[config.mk]
export PLATFORM = sky130hd
export DESIGN_NAME = srff_bank_flat
export DESIGN_NICKNAME = d
export VERILOG_FILES = /design/src/rtl/srff_bank_pkg.sv /design/src/rtl/srff_bank_if.sv /design/src/rtl/srff_input_filter.sv /design/src/rtl/srff_bank.sv /design/src/flat_wrapper.sv
export SDC_FILE = /design/constraint.sdc
export NUM_CORES = 1
export LEC_CHECK = 0
export CAP_MARGIN = 20
export CORE_AREA = 2 2 131 95
export DETAILED_ROUTE_END_ITERATION = 6
export DIE_AREA = 0 0 133 97
export MAX_ROUTING_LAYER = met4
export PLACE_DENSITY = 0.72
export SYNTH_ARGS = -nofsm -noshare
export SYNTH_HDL_FRONTEND = slang
export SYNTH_SLANG_ARGS = --single-unit
export TNS_END_PERCENT = 30
[constraint.sdc]
create_clock -name clk -period 2.7 [get_ports clk]
set_input_delay 0.405 -clock clk [delete_from_list [all_inputs] [get_ports clk]]
set_output_delay 0.405 -clock clk [all_outputs]
set_load 0.1 [all_outputs]
[src/rtl/srff_bank_pkg.sv]
// Shared definitions for the srff_bank slice: conflict policy encodings,
// conflict counter geometry and the per-channel next-state function.
package srff_bank_pkg;

  localparam int SRFF_MODE_RDOM   = 0;
  localparam int SRFF_MODE_SDOM   = 1;
  localparam int SRFF_MODE_HOLD   = 2;
  localparam int SRFF_MODE_TOGGLE = 3;

  localparam int                CNT_W   = 8;
  localparam logic [CNT_W-1:0]  CNT_MAX = 8'd255;

  // Toggle mode flips only on the first cycle of a conflict, then holds.
  function automatic logic next_q(input int mode, input logic fs, input logic fr,
                                  input logic q, input logic onset);
    logic nq;
    nq = q;
    if (fs && !fr) begin
      nq = 1'b1;
    end else if (!fs && fr) begin
      nq = 1'b0;
    end else if (fs && fr) begin
      if (mode == SRFF_MODE_RDOM) nq = 1'b0;
      else if (mode == SRFF_MODE_SDOM) nq = 1'b1;
      else if (mode == SRFF_MODE_TOGGLE && onset) nq = ~q;
    end
    return nq;
  endfunction

endpackage

[src/rtl/srff_bank_if.sv]
// Request/status bundle between the switch front end (master) and the SR bank (slave).
interface srff_bank_if import srff_bank_pkg::*; #(
  parameter int WIDTH = 8
);
  logic [WIDTH-1:0] s;
  logic [WIDTH-1:0] r;
  logic             clr;
  logic [WIDTH-1:0] q;
  logic [WIDTH-1:0] q_n;
  logic [WIDTH-1:0] conflict;
  logic [CNT_W-1:0] conflict_cnt;

  modport master (output s, r, clr, input q, q_n, conflict, conflict_cnt);
  modport slave  (input s, r, clr, output q, q_n, conflict, conflict_cnt);
endinterface

[src/rtl/srff_input_filter.sv]
// One raw input path: SYNC_STAGES-deep synchroniser followed by a glitch filter
// that only follows the input after FILTER consecutive differing cycles.
module srff_input_filter #(
  parameter int SYNC_STAGES = 2,
  parameter int FILTER      = 3
) (
  input  logic clk,
  input  logic rst_n,
  input  logic d,
  output logic f
);

  logic y;

  if (SYNC_STAGES < 0 || SYNC_STAGES > 3 || FILTER < 0 || FILTER > 15) begin : g_bad_param
    $error("srff_input_filter: SYNC_STAGES must be 0..3 and FILTER 0..15");
  end

  // synchroniser stage
  if (SYNC_STAGES == 0) begin : g_nosync
    assign y = d;
  end else begin : g_sync
    logic [SYNC_STAGES-1:0] sync_p0;
    always_ff @(posedge clk or negedge rst_n) begin
      if (!rst_n) begin
        sync_p0 <= '0;
      end else begin
        sync_p0[0] <= d;
        for (int i = 1; i < SYNC_STAGES; i++) sync_p0[i] <= sync_p0[i-1];
      end
    end
    assign y = sync_p0[SYNC_STAGES-1];
  end

  // glitch filter stage
  if (FILTER == 0) begin : g_nofilt
    assign f = y;
  end else begin : g_filt
    logic       f_p1;
    logic [3:0] cnt_p1;
    always_ff @(posedge clk or negedge rst_n) begin
      if (!rst_n) begin
        f_p1   <= 1'b0;
        cnt_p1 <= '0;
      end else if (y == f_p1) begin
        cnt_p1 <= '0;
      end else if (cnt_p1 == 4'(FILTER - 1)) begin
        f_p1   <= y;
        cnt_p1 <= '0;
      end else begin
        cnt_p1 <= cnt_p1 + 4'd1;
      end
    end
    assign f = f_p1;
  end

endmodule

[src/rtl/srff_bank.sv]
// Bank of WIDTH clocked SR flip-flops with filtered inputs, a selectable S=R=1
// policy, per-channel conflict flags and a saturating conflict-onset counter.
module srff_bank import srff_bank_pkg::*; #(
  parameter int               WIDTH       = 8,
  parameter int               SYNC_STAGES = 2,
  parameter int               FILTER      = 3,
  parameter int               MODE        = 0,
  parameter logic [WIDTH-1:0] RESET_VAL   = {WIDTH{1'b0}}
) (
  input  logic        clk,
  input  logic        rst_n,
  srff_bank_if.slave  bus
);

  if (WIDTH < 1 || WIDTH > 32 || MODE < 0 || MODE > 3) begin : g_bad_param
    $error("srff_bank: WIDTH must be 1..32 and MODE 0..3");
  end

  logic [WIDTH-1:0] fs;
  logic [WIDTH-1:0] fr;
  logic [WIDTH-1:0] both;
  logic [WIDTH-1:0] onset;
  logic [WIDTH-1:0] q_nxt;
  logic [WIDTH-1:0] q_p2;
  logic [WIDTH-1:0] conf_p2;
  logic [WIDTH-1:0] both_d_p2;
  logic [CNT_W-1:0] cnt_p2;

  function automatic logic [CNT_W-1:0] sat_inc(input logic [CNT_W-1:0] v);
    return (v == CNT_MAX) ? v : v + CNT_W'(1);
  endfunction

  // input conditioning stage
  for (genvar i = 0; i < WIDTH; i++) begin : g_ch
    srff_input_filter #(.SYNC_STAGES(SYNC_STAGES), .FILTER(FILTER)) u_s (
      .clk   (clk),
      .rst_n (rst_n),
      .d     (bus.s[i]),
      .f     (fs[i])
    );
    srff_input_filter #(.SYNC_STAGES(SYNC_STAGES), .FILTER(FILTER)) u_r (
      .clk   (clk),
      .rst_n (rst_n),
      .d     (bus.r[i]),
      .f     (fr[i])
    );
  end

  // Onset history is kept through clr so a conflict spanning clr is not recounted.
  assign both  = fs & fr;
  assign onset = both & ~both_d_p2;

  always_comb begin
    q_nxt = q_p2;
    for (int i = 0; i < WIDTH; i++) begin
      q_nxt[i] = next_q(MODE, fs[i], fr[i], q_p2[i], onset[i]);
    end
  end

  // state register stage
  always_ff @(posedge clk or negedge rst_n) begin
    if (!rst_n) begin
      q_p2      <= RESET_VAL;
      conf_p2   <= '0;
      both_d_p2 <= '0;
      cnt_p2    <= '0;
    end else begin
      both_d_p2 <= both;
      if (bus.clr) begin
        q_p2    <= RESET_VAL;
        conf_p2 <= '0;
        cnt_p2  <= '0;
      end else begin
        q_p2    <= q_nxt;
        conf_p2 <= both;
        if (|onset) cnt_p2 <= sat_inc(cnt_p2);
      end
    end
  end

  assign bus.q            = q_p2;
  assign bus.q_n          = ~q_p2;
  assign bus.conflict     = conf_p2;
  assign bus.conflict_cnt = cnt_p2;

endmodule
[src/flat_wrapper.sv]
// flat-port wrapper written by rule: the top's interface ports become plain ports
module srff_bank_flat import srff_bank_pkg::*;
#(
  parameter int               WIDTH       = 8,
  parameter int               SYNC_STAGES = 2,
  parameter int               FILTER      = 3,
  parameter int               MODE        = 0,
  parameter logic [WIDTH-1:0] RESET_VAL   = {WIDTH{1'b0}}
)
  (clk, rst_n, bus_s, bus_r, bus_clr, bus_q, bus_q_n, bus_conflict, bus_conflict_cnt);
  srff_bank_if #(.WIDTH(WIDTH)) bus_i ();
  input  logic clk;
  input  logic rst_n;
  input wire logic [$bits(bus_i.s)-1:0] bus_s;
  input wire logic [$bits(bus_i.r)-1:0] bus_r;
  input wire logic [$bits(bus_i.clr)-1:0] bus_clr;
  output wire logic [$bits(bus_i.q)-1:0] bus_q;
  output wire logic [$bits(bus_i.q_n)-1:0] bus_q_n;
  output wire logic [$bits(bus_i.conflict)-1:0] bus_conflict;
  output wire logic [$bits(bus_i.conflict_cnt)-1:0] bus_conflict_cnt;
  assign bus_i.s = bus_s;
  assign bus_i.r = bus_r;
  assign bus_i.clr = bus_clr;
  assign bus_q = bus_i.q;
  assign bus_q_n = bus_i.q_n;
  assign bus_conflict = bus_i.conflict;
  assign bus_conflict_cnt = bus_i.conflict_cnt;
  srff_bank #(.WIDTH(WIDTH), .SYNC_STAGES(SYNC_STAGES), .FILTER(FILTER), .MODE(MODE), .RESET_VAL(RESET_VAL)) u_core (.clk(clk), .rst_n(rst_n), .bus(bus_i));
endmodule
==> out/results.tsv, run 1 <==
stage	metric	value	unit
die	Die Y	97	um
routing	Avg WL per Cell	12.7	um
logic_synthesis	Post-Syn Nets	563	
clock_tree	clock transition at the registers of the reported paths	60	ps
hold_path	Min-Delay Path Class	primary input to asynchronous set/reset pin	
setup_path	crit path max fanout	12	
outcome	outcome	finished, violations left	
run	Max Cap Viol	0	
logic_synthesis	synth unique cells	34	
die	Die W	133	um
die	CORE AREA	11500	sq um
sta	final hold violations	10	
logic_synthesis	average cell area after synthesis	12.0	sq um
clock_tree	post-CTS resize count	0	
clock_tree	# clock sinks	144	
clock_tree	Worst-Skew Late Latency	420	ps
sta	measured slew at the worst slew-check pin	677	ps
sta	hold_ws	-14.5	ps
clock_tree	CTS Buffer Depth	2	
sta	max_slew headroom	0.548	
logic_synthesis	Synth Area in Simple Gates	0.126	
power_and_ir_drop	Logic pwr share	0.356	
logic_synthesis	post-synthesis compound-gate area fraction	0.0254	
finish	most frequent cells in the layout	144 x dfrtp_1, 92 x nor2_1, 49 x ha_1	
sta	Slew Limit Fails	0	
logic_synthesis	synth warn	0	
routing	DRC viols	0	
finish	most common cell after layout, fill and taps aside	dfrtp_1	
finish	Layout area overhead	20.0	%
routing	vias per inst	4.69	
die	Rows	33	
sta	f_max	550	MHz
finish	# fillers	885	
clock_tree	total CTS buffers	17	
power_and_ir_drop	Max IR drop VDD	0.740	mV
grt	pin count of the biggest net entering global routing	73	
clock_tree	Root Driver	clkbuf_16	
sta	RSZ-0062 raised after global routing	false	
setup_path	CP arrival	2090	ps
logic_synthesis	Synth Area in Adders	0.103	
power_and_ir_drop	Clock Power Share	0.261	
place	GP Congestion	0.759	
setup_path	Critical Path Sink Type	flop	
clock_tree	H-tree depth	4	
setup_path	crit path kind	flop to flop	
logic_synthesis	largest family of logic cells by synthesized area	simple AND/OR/NAND/NOR gates	
routing	Detail Route Antenna Nets	0	
sta	Final min period	1820	ps
grt	global-route wire length before repair	16500	um
die	Starting Density	0.517	
die	die area	12900	sq um
grt	global route total overflow	0	
die	Top Ports	51	
routing	initial drt markers	224	
logic_synthesis	Post-Synthesis Cells	495	
finish	share of cells above drive strength 1	0.153	
finish	Multi-input gate area	2190	sq um
sta	setup_tns	0	ps
sta	Finish-stage setup viols	0	
logic_synthesis	FF+latch count, synth	144	
logic_synthesis	mux contribution to synthesized area	0.0420	
grt	GRT Total Usage	0.170	
power_and_ir_drop	Leak	0.00350	uW
grt	vias in the first global route	3494	
logic_synthesis	Syn Std Cell Area	5950	sq um
clock_tree	setup bufs post-CTS	0	
power_and_ir_drop	Switch Pwr	3300	uW
routing	total wire length	9310	um
clock_tree	CTS tree	built	
logic_synthesis	Post-Synth XOR/XNOR Area	0.0721	
power_and_ir_drop	Sequential Power Share	0.382	
grt	antenna violations before repair	0	
outcome	failing checks	hold timing	
clock_tree	CTS Hold Bufs	0	
sta	final worst-path cycle share	0.673	
place	post-DP HPWL	6280	um
routing	first-pass detailed-route iteration total	4	
power_and_ir_drop	power density of the placed cells	1160	nW/um^2
finish	FF+latch area	3600	sq um
sta	Clock Skew	5.36	ps
power_and_ir_drop	Sw Ratio	0.399	
power_and_ir_drop	Int Pwr	4980	uW
setup_path	CP startpoint kind	flop	
finish	ANT cells	0	
place	# port buffers	50	
setup_path	CP required	2980	ps
logic_synthesis	register area share after synthesis	0.605	
finish	nets	633	
routing	Vias	3441	
## sequential cells by signal (all words and copies together) (netlist names)
name	flops
u_core.g_ch.u_s.f	8
u_core.bus.conflict_cnt	8
u_core.bus.q	8
u_core.g_ch.u_r.g_filt.cnt_p1	32
u_core.bus.conflict	8
u_core.both_d_p2	8
u_core.g_ch.u_s.g_filt.cnt_p1	32
u_core.g_ch.u_r.f	8
u_core.g_ch.u_r.g_sync.sync_p0	16
u_core.g_ch.u_s.g_sync.sync_p0	16
## final timing paths
| check | start | endpoint | slack (ps) | cells after the start |
|---|---|---|---|---|
| min in group clk | u_core.g_ch[3].u_s.g_sync.sync_p0[0] | u_core.g_ch[3].u_s.g_sync.sync_p0[1] | 350 | 0 |
| max in group asynchronous | rst_n | u_core.g_ch[4].u_r.g_filt.cnt_p1[2] | 2020 | 2 |
| worst max-delay path | u_core.g_ch[1].u_r.f | u_core.bus.conflict_cnt[1] | 880 | 6 |
| worst min-delay path | rst_n | u_core.g_ch[1].u_r.g_sync.sync_p0[0] | -10 | 1 |
| worst max register to register | u_core.g_ch[1].u_r.f | u_core.bus.conflict_cnt[1] | 880 | 6 |
| worst min register to register | u_core.g_ch[3].u_s.g_sync.sync_p0[0] | u_core.g_ch[3].u_s.g_sync.sync_p0[1] | 350 | 0 |
## cell type report
| cell class | instances | share of cell area |
|---|---|---|
| inverter | 36 | 0.0189 |
| clock inverter | 10 | 0.0123 |
| sequential | 144 | 0.505 |
| timing repair buffer | 54 | 0.0650 |
| multi-input combinational | 312 | 0.307 |
| clock buffer | 21 | 0.0645 |
| tap | 157 | 0.0275 |
## Yosys cell counts
cell type,count,share of area
a21boi_0,2,0.0025
a21oi_1,3,0.0025
a31oi_1,2,0.0021
and3_1,3,0.0032
buf_1,1,0.00063
buf_6,1,0.0019
clkbuf_1,1,0.00063
dfrtp_1,144,0.61
ha_1,49,0.10
inv_1,35,0.022
inv_2,1,0.00063
mux2_2,16,0.030
mux2i_1,7,0.012
nand2_1,34,0.021
nand2b_1,9,0.0095
nand3_1,18,0.015
nand3_2,1,0.0017
nor2_1,92,0.058
nor2b_1,10,0.011
nor3_1,1,0.00084
nor4_1,1,0.0011
o2111ai_1,1,0.0015
o2111ai_2,1,0.0025
o2111ai_4,1,0.0044
o21a_1,3,0.0038
o21ai_0,2,0.0017
o21ai_2,1,0.0015
o31a_2,1,0.0017
o31ai_1,1,0.0013
or3_1,2,0.0021
or3b_1,1,0.0015
or4_1,1,0.0013
xnor2_1,16,0.024
xor2_1,33,0.049
## worst max-delay path, stage by stage (launching register included)
cell and delay [ps]:
dfrtp_1 420, ha_1 270, nand2b_1 130, o2111ai_4 140, o21ai_2 420, mux2i_1 240, nor2_1 60
## metrics by stage
step | instances | utilization | setup WS [ps] | power (uW) | instance area (sq um)
finish | 734 | 0.620 | 882 | 8280 | 7140
global route | 734 | 0.620 | 752 | 8850 | 7140
detailed placement | 703 | 0.572 | 904 | 6170 | 6590
CTS | 734 | 0.620 | 864 | 8390 | 7140
floorplan | 495 | - | 467 | 5520 | 5950
global placement | 703 | 0.572 | 968 | 6080 | 6590
## kinds of logic (layout without fill, tap and decap cells)
family	count (synthesis)	count (layout)
AO/OA/AOI/OAI	18	18
buffers and inverters	39	121
adder cells (fa/ha/maj)	49	49
multiplexers	23	23
XOR/XNOR	49	49
AND/OR/NAND/NOR	173	173
flip-flops	144	144
## layer usage
| layer | part of all wire | wire length (um) | GRT usage |
|---|---|---|---|
| met5 | 0 | 0 | - |
| met4 | 0.022 | 201 | 0.0844 |
| met3 | 0.040 | 368 | 0.0435 |
| met2 | 0.46 | 4240 | 0.254 |
| met1 | 0.48 | 4500 | 0.218 |
## power groups by stage
stage	combinational [uW]	sequential [uW]	clock, uW
after floorplan	1770	3740	0
after detailed placement	2970	3200	0
after global routing	3270	3250	2320
after global placement	2900	3170	0
final	2950	3170	2160
after CTS	3000	3170	2210
Power figures use the tool's default switching activity.
==> run 2, diff against run 1 <==
Clock period 2.7 ns to 1.8 ns, I/O delays scaled along.
==> out/results.tsv, run 2 (synthesized netlist as in run 1, its figures left out) <==
stage	metric	value	unit
die	Starting Density	0.517	
die	Top Ports	51	
finish	most common cell after layout, fill and taps aside	dfrtp_1	
sta	final worst-path cycle share	0.961	
routing	Detail Route Antenna Nets	0	
sta	setup_tns	0	ps
clock_tree	# clock sinks	144	
sta	final worst slack	69.9	ps
sta	final hold violations	0	
power_and_ir_drop	Leak	0.00366	uW
hold_path	worst hold path cell count	1	
finish	FF+latch area	3620	sq um
routing	DRC viols	0	
setup_path	reg-to-reg startpoint	u_core.g_ch[7].u_s.f	
setup_path	RR Endpoint	u_core.bus.conflict_cnt[7]	
sta	measured slew at the worst slew-check pin	355	ps
run	Max Cap Viol	0	
outcome	outcome	finished clean	
clock_tree	CTS Buffer Depth	2	
power_and_ir_drop	total power	13700	uW
setup_path	CP arrival	2080	ps
clock_tree	H-tree depth	4	
place	GP Congestion	0.787	
setup_path	Reg2Reg Depth	6	
sta	RSZ-0062 raised after global routing	true	
finish	Final Util	0.667	
clock_tree	Worst-Skew Late Latency	420	ps
hold_path	hold endpoint	u_core.g_ch[3].u_r.g_sync.sync_p0[0]	
finish	Multi-input gate area	2260	sq um
grt	GRT Total Usage	0.187	
routing	total wire length	10400	um
setup_path	crit path kind	flop to flop	
clock_tree	clock transition at the registers of the reported paths	60	ps
place	Setup Slack @ Placement	17.1	ps
routing	initial drt markers	204	
clock_tree	total CTS buffers	17	
place	post-DP HPWL	7070	um
die	Die W	133	um
die	die area	12900	sq um
grt	vias in the first global route	3833	
sta	Final min period	1730	ps
setup_path	Critical Path Sink Type	flop	
clock_tree	Root Driver	clkbuf_16	
finish	# fillers	845	
finish	Top Registers	u_core.g_ch.u_r.g_filt.cnt_p1 (32), u_core.g_ch.u_s.g_filt.cnt_p1 (32)	
routing	Avg WL per Cell	13.9	um
die	Die Y	97	um
place	Post-DP Area	6960	sq um
finish	ANT cells	0	
power_and_ir_drop	Max IR drop VDD	1.33	mV
setup_path	CP startpoint kind	flop	
grt	global-route wire length before repair	18300	um
sta	Clock Skew	5.92	ps
place	# port buffers	50	
sta	Finish-stage setup viols	0	
hold_path	Min-Delay Path Class	primary input to flop	
finish	Finished Cell Area	7680	sq um
die	Rows	33	
routing	first-pass detailed-route iteration total	4	
sta	max_slew headroom	0.763	
hold_path	Hold Startpoint	bus_r[3]	
sta	Slew Limit Fails	0	
die	CORE AREA	11500	sq um
setup_path	CP required	2150	ps
routing	vias per inst	4.87	
setup_path	crit path max fanout	12	
grt	pin count of the biggest net entering global routing	42	
routing	Vias	3630	
finish	Layout area overhead	29.0	%
clock_tree	CTS tree	built	
sta	f_max	578	MHz
finish	share of cells above drive strength 1	0.197	
setup_path	reg-to-reg setup timing slack	70	ps
power_and_ir_drop	power density of the placed cells	1790	nW/um^2
grt	global route total overflow	0	
finish	most frequent cells in the layout	137 x dfrtp_1, 92 x nor2_1, 43 x ha_1	
finish	nets	644	
grt	antenna violations before repair	0	
[run 2: cell types whose count changed in the layout (fill, tap and decap cells not counted), sizes merged]
cell | before | now
clkinv | 6 | 4
clkbuf | 21 | 22
bufinv | 1 | 4
dlygate4sd3 | 0 | 1
inv | 37 | 36
buf | 37 | 47
[run 2: worst max-delay path: stages (launching register included)]
cell and delay, ps:
dfrtp_1 410, ha_2 210, inv_2 70, o2111ai_4 230, o21ai_4 150, or4_4 450, a21oi_2 140
[run 2: layout make-up]
type / count / area share
clock buffers: 22 / 0.0605
clock inverters: 10 / 0.0207
inverters: 36 / 0.0176
multi-input cells: 312 / 0.294
flip-flops and latches: 144 / 0.471
well taps: 157 / 0.0256
repair buffers: 65 / 0.111
[run 2: how the worst max path moves through the flow]
stage | endpoint | from | cells after the start | slack [ps]
after floorplan | bus_q_n[6] | u_core.bus.q[6] | 1 | -50
after global placement | u_core.bus.conflict_cnt[1] | u_core.g_ch[0].u_r.f | 6 | 80
after detailed placement | u_core.bus.conflict_cnt[1] | u_core.g_ch[6].u_r.f | 6 | 20
after CTS | u_core.bus.conflict_cnt[6] | u_core.g_ch[7].u_s.f | 6 | 50
after global routing | u_core.bus.conflict_cnt[7] | u_core.g_ch[7].u_s.f | 6 | -30
final | u_core.bus.conflict_cnt[7] | u_core.g_ch[7].u_s.f | 6 | 70
[run 2: through the flow]
step | hold slack (ps) | cells
6_report | 288 | 746
5_1_grt | 266 | 746
4_1_cts | 268 | 743
3_5_place_dp | 188 | 708
3_3_place_gp | 188 | 708
2_1_floorplan | -25.6 | 495
[run 2: power by group]
group | leakage [uW] | internal [uW] | switching, uW
clock | 0.000300 | 2390 | 1320
combinational | 0.00152 | 2030 | 3200
sequential | 0.00184 | 4050 | 749
[run 2: routing by layer]
layer | share of wire | routed length (um) | track usage | vias to the layer above
met5 | 0 | 0 | - | -
met1 | 0.48 | 4940 | 0.246 | 1802
met2 | 0.46 | 4810 | 0.274 | 58
met3 | 0.044 | 458 | 0.0582 | 24
met4 | 0.018 | 184 | 0.0687 | 0
li1 | - | - | - | 1746
[run 2: what timing repair did]
item / in CTS / in global routing
hold buffers: 1 / 0
gates resized for setup: 3 / 9
endpoints found under the hold margin: 31 / 0
pin swaps: 0 / 4
buffers inserted: 2 / 3
setup endpoints to repair: 5 / 3
==> run 3, diff against run 2 <==
Settings changed: CAP_MARGIN 20 to 30.
==> results of run 3 <==
Same layout as run 2: the final DEF is identical, and so are final timing and power.
